[config.mk]
export PLATFORM = sky130hd
export DESIGN_NAME = biquad_mac_engine
export DESIGN_NICKNAME = d
export VERILOG_FILES = /design/src/rtl/eq_pkg.sv /design/src/rtl/mac_accum_unit.sv /design/src/rtl/biquad_mac_engine.sv
export SDC_FILE = /design/constraint.sdc
export NUM_CORES = 2
export LEC_CHECK = 0
export BUFFER_PORTS_ARGS = -buffer_cell sky130_fd_sc_hd__buf_2
export CELL_PAD_IN_SITES_DETAIL_PLACEMENT = 0
export CELL_PAD_IN_SITES_GLOBAL_PLACEMENT = 1
export CORE_ASPECT_RATIO = 0.8
export CORE_MARGIN = 4
export CORE_UTILIZATION = 40
export DETAILED_ROUTE_END_ITERATION = 10
export PLACE_DENSITY = 0.75
export SYNTH_ARGS = -nofsm -noshare
export SYNTH_HDL_FRONTEND = slang
export SYNTH_HIERARCHICAL = 1
export SYNTH_SLANG_ARGS = --single-unit
[constraint.sdc]
create_clock -name i_clk -period 15.4 [get_ports i_clk]
set_input_delay 4.62 -clock i_clk [delete_from_list [all_inputs] [get_ports i_clk]]
set_output_delay 4.62 -clock i_clk [all_outputs]
set_load 0.05 [all_outputs]
[src/rtl/eq_pkg.sv]
// Shared types and fixed-point helpers for the multi-band EQ biquad engine.
package eq_pkg;
    typedef enum logic [2:0] {B0 = 3'd0, B1, B2, A1, A2} coef_idx_e;
    typedef enum logic [1:0] {IDLE, MAC, WB, DONE} biquad_state_e;

    localparam int Q_DATA_W    = 16;
    localparam int Q_FRAC_BITS = 14;
    localparam int NUM_TAPS    = 5;

    typedef struct packed {
        logic signed [31:0] val;
        logic               clip;
    } sat_res_t;

    // Round half-up then clamp to a dw-bit signed range; acc must fit in 64 bits and dw <= 32.
    function automatic sat_res_t sat_round(input logic signed [63:0] acc, input int frac, input int dw);
        logic signed [63:0] r, hi, lo;
        sat_res_t res;
        r  = (acc + (64'sd1 <<< (frac - 1))) >>> frac;
        hi = (64'sd1 <<< (dw - 1)) - 64'sd1;
        lo = -(64'sd1 <<< (dw - 1));
        res.clip = (r > hi) || (r < lo);
        if (r > hi)      r = hi;
        else if (r < lo) r = lo;
        res.val = 32'(r);
        return res;
    endfunction
endpackage

[src/rtl/mac_accum_unit.sv]
// Signed multiply-accumulator: load or add/subtract one full-width product per enabled cycle.
module mac_accum_unit #(
    parameter int DATA_W = 16,
    parameter int COEF_W = 16,
    parameter int ACC_W  = 40
) (
    input  logic              i_clk,
    input  logic              i_rst_n,
    input  logic              i_ce,
    input  logic              i_load,
    input  logic              i_sub,
    input  logic [DATA_W-1:0] i_x,
    input  logic [COEF_W-1:0] i_c,
    output logic [ACC_W-1:0]  o_acc
);
    logic signed [DATA_W+COEF_W-1:0] w_prod;
    logic signed [ACC_W-1:0]         w_term;
    logic signed [ACC_W-1:0]         w_base;
    logic signed [ACC_W-1:0]         r_acc;

    assign w_prod = $signed(i_x) * $signed(i_c);
    assign w_term = {{(ACC_W-DATA_W-COEF_W){w_prod[DATA_W+COEF_W-1]}}, w_prod};
    assign w_base = i_load ? '0 : r_acc;
    assign o_acc  = r_acc;

    always_ff @(posedge i_clk or negedge i_rst_n) begin
        if (!i_rst_n)  r_acc <= '0;
        else if (i_ce) r_acc <= i_sub ? (w_base - w_term) : (w_base + w_term);
    end
endmodule

[src/rtl/biquad_mac_engine.sv]
// Time-multiplexed DF-I biquad bank: one shared MAC computes NUM_CH bands from each input sample.
module biquad_mac_engine import eq_pkg::*; #(
    parameter  int DATA_W    = Q_DATA_W,
    parameter  int COEF_W    = 16,
    parameter  int FRAC_BITS = Q_FRAC_BITS,
    parameter  int ACC_W     = 40,
    parameter  int NUM_CH    = 3,
    localparam int AW        = $clog2(NUM_TAPS*NUM_CH)
) (
    input  logic                     i_clk,
    input  logic                     i_reset,
    input  logic                     i_state_clr,
    input  logic                     i_sample_valid,
    output logic                     o_sample_ready,
    input  logic [DATA_W-1:0]        i_sample_in,
    input  logic                     i_coef_we,
    input  logic [AW-1:0]            i_coef_addr,
    input  logic [COEF_W-1:0]        i_coef_wdata,
    output logic                     o_coef_err,
    output logic [NUM_CH*DATA_W-1:0] o_band_out,
    output logic                     o_out_valid,
    output logic                     o_busy,
    output logic                     o_sat_flag
);
    localparam int              CH_W    = (NUM_CH > 1) ? $clog2(NUM_CH) : 1;
    localparam logic [CH_W-1:0] LAST_CH = CH_W'(NUM_CH - 1);
    localparam logic [AW-1:0]   NCOEF   = AW'(NUM_TAPS*NUM_CH);

    biquad_state_e     r_state;
    logic [CH_W-1:0]   r_ch;
    logic [2:0]        r_tap;
    logic [DATA_W-1:0] r_x0, r_x1, r_x2;
    logic [COEF_W-1:0] r_coef [NUM_TAPS*NUM_CH];
    logic [DATA_W-1:0] r_y1   [NUM_CH];
    logic [DATA_W-1:0] r_y2   [NUM_CH];
    logic [DATA_W-1:0] r_band [NUM_CH];
    logic              r_out_valid, r_coef_err, r_sat;

    logic [AW-1:0]     w_cidx;
    logic [DATA_W-1:0] w_x;
    logic [COEF_W-1:0] w_c;
    logic              w_sub, w_mac_ce, w_coef_ok;
    logic [ACC_W-1:0]  w_acc;
    sat_res_t          w_sat;
    logic [DATA_W-1:0] w_rsat;

    assign o_sample_ready = (r_state == IDLE) && i_state_clr;
    assign o_busy         = (r_state != IDLE);
    assign o_out_valid    = r_out_valid;
    assign o_coef_err     = r_coef_err;
    assign o_sat_flag     = r_sat;

    // Coefficients only change while no sample is in flight, so a band never mixes old and new taps.
    assign w_coef_ok = (r_state == IDLE) && i_state_clr && (i_coef_addr < NCOEF);
    assign w_cidx    = AW'({r_ch, 2'b00}) + AW'(r_ch) + AW'(r_tap);
    assign w_mac_ce  = (r_state == MAC) && i_state_clr;

    always_comb begin
        w_x   = '0;
        w_sub = 1'b0;
        w_c   = r_coef[w_cidx];
        case (coef_idx_e'(r_tap))
            B0:      w_x = r_x0;
            B1:      w_x = r_x1;
            B2:      w_x = r_x2;
            A1:      begin w_x = r_y1[r_ch]; w_sub = 1'b1; end
            A2:      begin w_x = r_y2[r_ch]; w_sub = 1'b1; end
            default: w_x = '0;
        endcase
    end

    mac_accum_unit #(.DATA_W(DATA_W), .COEF_W(COEF_W), .ACC_W(ACC_W)) u_mac (
        .i_clk  (i_clk),
        .i_rst_n(i_reset),
        .i_ce   (w_mac_ce),
        .i_load (r_tap == 3'd0),
        .i_sub  (w_sub),
        .i_x    (w_x),
        .i_c    (w_c),
        .o_acc  (w_acc)
    );

    assign w_sat  = sat_round(64'($signed(w_acc)), FRAC_BITS, DATA_W);
    assign w_rsat = DATA_W'(w_sat.val);

    for (genvar g = 0; g < NUM_CH; g++) begin : g_pack
        assign o_band_out[g*DATA_W +: DATA_W] = r_band[g];
    end

    always_ff @(posedge i_clk or negedge i_reset) begin
        if (!i_reset) begin
            r_state     <= IDLE;
            r_ch        <= '0;
            r_tap       <= '0;
            r_x0        <= '0;
            r_x1        <= '0;
            r_x2        <= '0;
            r_out_valid <= 1'b0;
            r_coef_err  <= 1'b0;
            r_sat       <= 1'b0;
            for (int i = 0; i < NUM_TAPS*NUM_CH; i++) r_coef[i] <= '0;
            for (int i = 0; i < NUM_CH; i++) begin
                r_y1[i]   <= '0;
                r_y2[i]   <= '0;
                r_band[i] <= '0;
            end
        end else begin
            r_out_valid <= 1'b0;
            r_coef_err  <= i_coef_we && !w_coef_ok;
            if (i_coef_we && w_coef_ok) r_coef[i_coef_addr] <= i_coef_wdata;

            if (!i_state_clr) begin
                r_state <= IDLE;
                r_ch    <= '0;
                r_tap   <= '0;
                r_x1    <= '0;
                r_x2    <= '0;
                r_sat   <= 1'b0;
                for (int i = 0; i < NUM_CH; i++) begin
                    r_y1[i]   <= '0;
                    r_y2[i]   <= '0;
                    r_band[i] <= '0;
                end
            end else begin
                case (r_state)
                    IDLE: if (i_sample_valid) begin
                        r_x0    <= i_sample_in;
                        r_ch    <= '0;
                        r_tap   <= '0;
                        r_state <= MAC;
                    end
                    MAC: begin
                        if (r_tap == 3'd4) r_state <= WB;
                        else               r_tap   <= r_tap + 3'd1;
                    end
                    WB: begin
                        r_band[r_ch] <= w_rsat;
                        r_y2[r_ch]   <= r_y1[r_ch];
                        r_y1[r_ch]   <= w_rsat;
                        if (w_sat.clip) r_sat <= 1'b1;
                        r_tap <= '0;
                        if (r_ch == LAST_CH) begin
                            r_x2    <= r_x1;
                            r_x1    <= r_x0;
                            r_state <= DONE;
                        end else begin
                            r_ch    <= r_ch + 1'b1;
                            r_state <= MAC;
                        end
                    end
                    DONE: begin
                        r_out_valid <= 1'b1;
                        r_state     <= IDLE;
                    end
                    default: r_state <= IDLE;
                endcase
            end
        end
    end
endmodule

==> flow_metrics.tcl <==
set metrics [dict create \
    status "complete, no violations" \
    fill_cells 7873 \
    avgSynthCellArea_um2 10.5 \
    rsz0062_at_grt "false" \
    relSlewSlack 0.113 \
    report.final.slew_viol_count 0 \
    hold_buffers 0 \
    cp.arrival_ns 14.22 \
    layout-drive-gt1-share 0.194 \
    num_vias 23800 \
    ys.flop_type "dfrtp_1" \
    cp_max_fo 36 \
    cts_resized 0 \
    gr-total-overflow 0 \
    nets 3664 \
    drtIter0Drc 1905 \
    final_hold_viol_count 0 \
    setup_tns_ns 0 \
    syn2layout_area_growth_pct 9.66 \
    cts_sinks 434 \
    synthCells 3207 \
    drc_errors 0 \
    drv_cap 0 \
    synth_fp_nets 3650 \
    rows 94 \
    synth-edff-count 0 \
    path_class "reg2reg" \
    ys_types 96 \
    critPathLaunchType "register" \
    fp.coreArea_um2 82900 \
    grt_first_pass_wirelength_um 140000 \
    clock_skew_ns 0.0612 \
    dp.final_hpwl_um 62700 \
    finalSetupViolCount 0 \
    grt_usage 0.196 \
    period_share 0.897 \
    tightest_slew_ns 1.32 \
    yosysWarnings 6 \
    clkLatencyLatePin_ns 0.61 \
    seqCellArea_um2 10900 \
    root_buffer "clkbuf_16" \
    port_buffers 93 \
    die_w_um 333 \
    synth-seq-cells 434 \
    grt_start_max_net_pins 167 \
    drt_first_pass_iters 5 \
    ant_nets 0 \
    clk_pin_slew_ns 0.06 \
    hold_path_class "reg2reg" \
    numCtsBuffers 48 \
    die_h_um 268 \
    fin_crit_ns 13.82 \
    endpoint_kind "register" \
    netlist_area_um2 33700 \
    grt_pass1_vias 23700 \
    routed_wl_um 87500 \
    place.gp.congestion 0.859 \
    max_freq_ghz 0.0724 \
    required_ns 15.80 \
    hold_ws_ns 0.482 \
    diodes 0 \
    multi_input_area_um2 21000 \
    ioPinCount 94 \
    cts_setup_buffers 0 \
    ys_seq_area_frac 0.322 \
    wire_per_inst_um 20.0 \
    start_util 0.407 \
    avgViaCountPerCell 5.44 \
    cts_tree "yes" \
    cp_slowest_cell "fa_4" \
    worst_path_largest_cell_delay_ns 1.18 \
    antenna_found_initial 0 \
    async_flop_share 1.00 \
    cts_buffer_depth 3 \
    h-tree-depth 2 \
    dieArea_um2 89100 \
]
==> Yosys cell counts (38+ instances only) <==
master    instances  area, µm²
a22o_1           82        718
ha_1            138       1730
mux2_2          291       3280
a21oi_1         110        551
dfrtp_1         434      10900
nor2b_1          56        350
o21ai_0         110        551
a22oi_1          38        285
nand3_1          56        280
inv_1           333       1250
clkbuf_1        125        469
mux2i_1          73        731
fa_1            264       5290
nor2_1           93        349
and2_1          137        857
xnor2_1          87        762
nand2_1         317       1190
mux4_2           48       1080
==> layout make-up <==
cell class,count,share of cell area
multi-input combinational,2267,0.568
sequential,434,0.294
clock buffer,69,0.0376
tap,1104,0.0373
inverter,334,0.0339
timing repair buffer,136,0.0219
clock inverter,20,0.00778
==> cell families (layout without fill, tap and decap cells) <==
| logic type | count (synthesis) | count (layout) | share of synthesized area |
|---|---|---|---|
| buffers and inverters | 506 | 559 | 0.0585 |
| AO/OA/AOI/OAI | 518 | 518 | 0.105 |
| AND/OR/NAND/NOR | 811 | 811 | 0.124 |
| multiplexers | 413 | 413 | 0.151 |
| flip-flops | 434 | 434 | 0.322 |
| adder cells (fa/ha/maj) | 402 | 402 | 0.208 |
| XOR/XNOR | 123 | 123 | 0.0321 |
==> worst paths after layout <==
| check | from | depth (start not counted) | slack, ns | end |
|---|---|---|---|---|
| max | r_tap[0]$_DFFE_PN0P_ | 46 | 1.58 | u_mac/o_acc[39]$_DFFE_PN0P_ |
| min | r_x1[15]$_DFFE_PN0P_ | 1 | 0.48 | r_x2[15]$_DFFE_PN0P_ |
| max reg2reg | r_tap[0]$_DFFE_PN0P_ | 46 | 1.58 | u_mac/o_acc[39]$_DFFE_PN0P_ |
| min reg2reg | r_x1[15]$_DFFE_PN0P_ | 1 | 0.48 | r_x2[15]$_DFFE_PN0P_ |
| max in group asynchronous | i_reset | 3 | 9.23 | r_coef[153]$_DFFE_PN0P_ |
| min in group asynchronous | i_reset | 1 | 3.97 | r_y1[10]$_DFFE_PN0P_ |
==> per-stage QoR <==
| stage | cells | instance area [µm²] | utilization | worst slack, ns |
|---|---|---|---|---|
| detailed placement | 4275 | 35300 | 0.426 | 1.73 |
| global placement | 4275 | 35300 | 0.426 | 1.91 |
| floorplan | 3207 | 33700 | - | 3.21 |
| CTS | 4364 | 37000 | 0.446 | 1.63 |
| global route | 4364 | 37000 | 0.446 | 0.527 |
| finish | 4364 | 37000 | 0.446 | 1.58 |
==> layout by cell type, fill, tap and decap left out, drive strengths merged, types with 27 or more instances in the layout <==
cell type,Yosys,layout
mux2,292,292
a31oi,37,37
nor2b,56,56
clkbuf,126,69
ha,138,138
nand2b,27,27
a22oi,38,38
mux2i,73,73
a22o,82,82
inv,334,338
xor2,36,36
buf,46,136
a21oi,124,124
nor2,98,98
dfrtp,434,434
fa,264,264
a21o,33,33
xnor2,87,87
and2,137,137
nand2,319,319
mux4,48,48
o21ai,112,112
nand3,63,63
==> layer usage <==
layer,share of wire,global-route usage,up-vias
li1,-,-,11000
met1,0.49,0.299,12100
met2,0.44,0.300,576
met3,0.054,0.0334,77
met4,0.014,0.0328,0
met5,0,0,-
==> sequential cells by signal, indices dropped and copies added (netlist names) <==
name / count
r_tap: 3
r_coef: 240
r_x2: 16
r_ch: 2
o_coef_err: 1
r_x1: 16
r_y2: 48
o_out_valid: 1
r_y1: 48
r_state: 2
u_mac/o_acc: 40
r_x0: 16
o_sat_flag: 1
==> critical path: cells and delay by family (launching register included) <==
family                   cells  cell delay, ns
multiplexers                 1            0.19
AND/OR/NAND/NOR              7            2.12
flip-flops                   1            0.47
AO/OA/AOI/OAI               18            4.55
buffers and inverters        7            0.53
adder cells (fa/ha/maj)     10            5.22
XOR/XNOR                     3            0.49
Power is not shown: default switching activity piles up to over one toggle a cycle in this logic, so the estimate is an artifact.
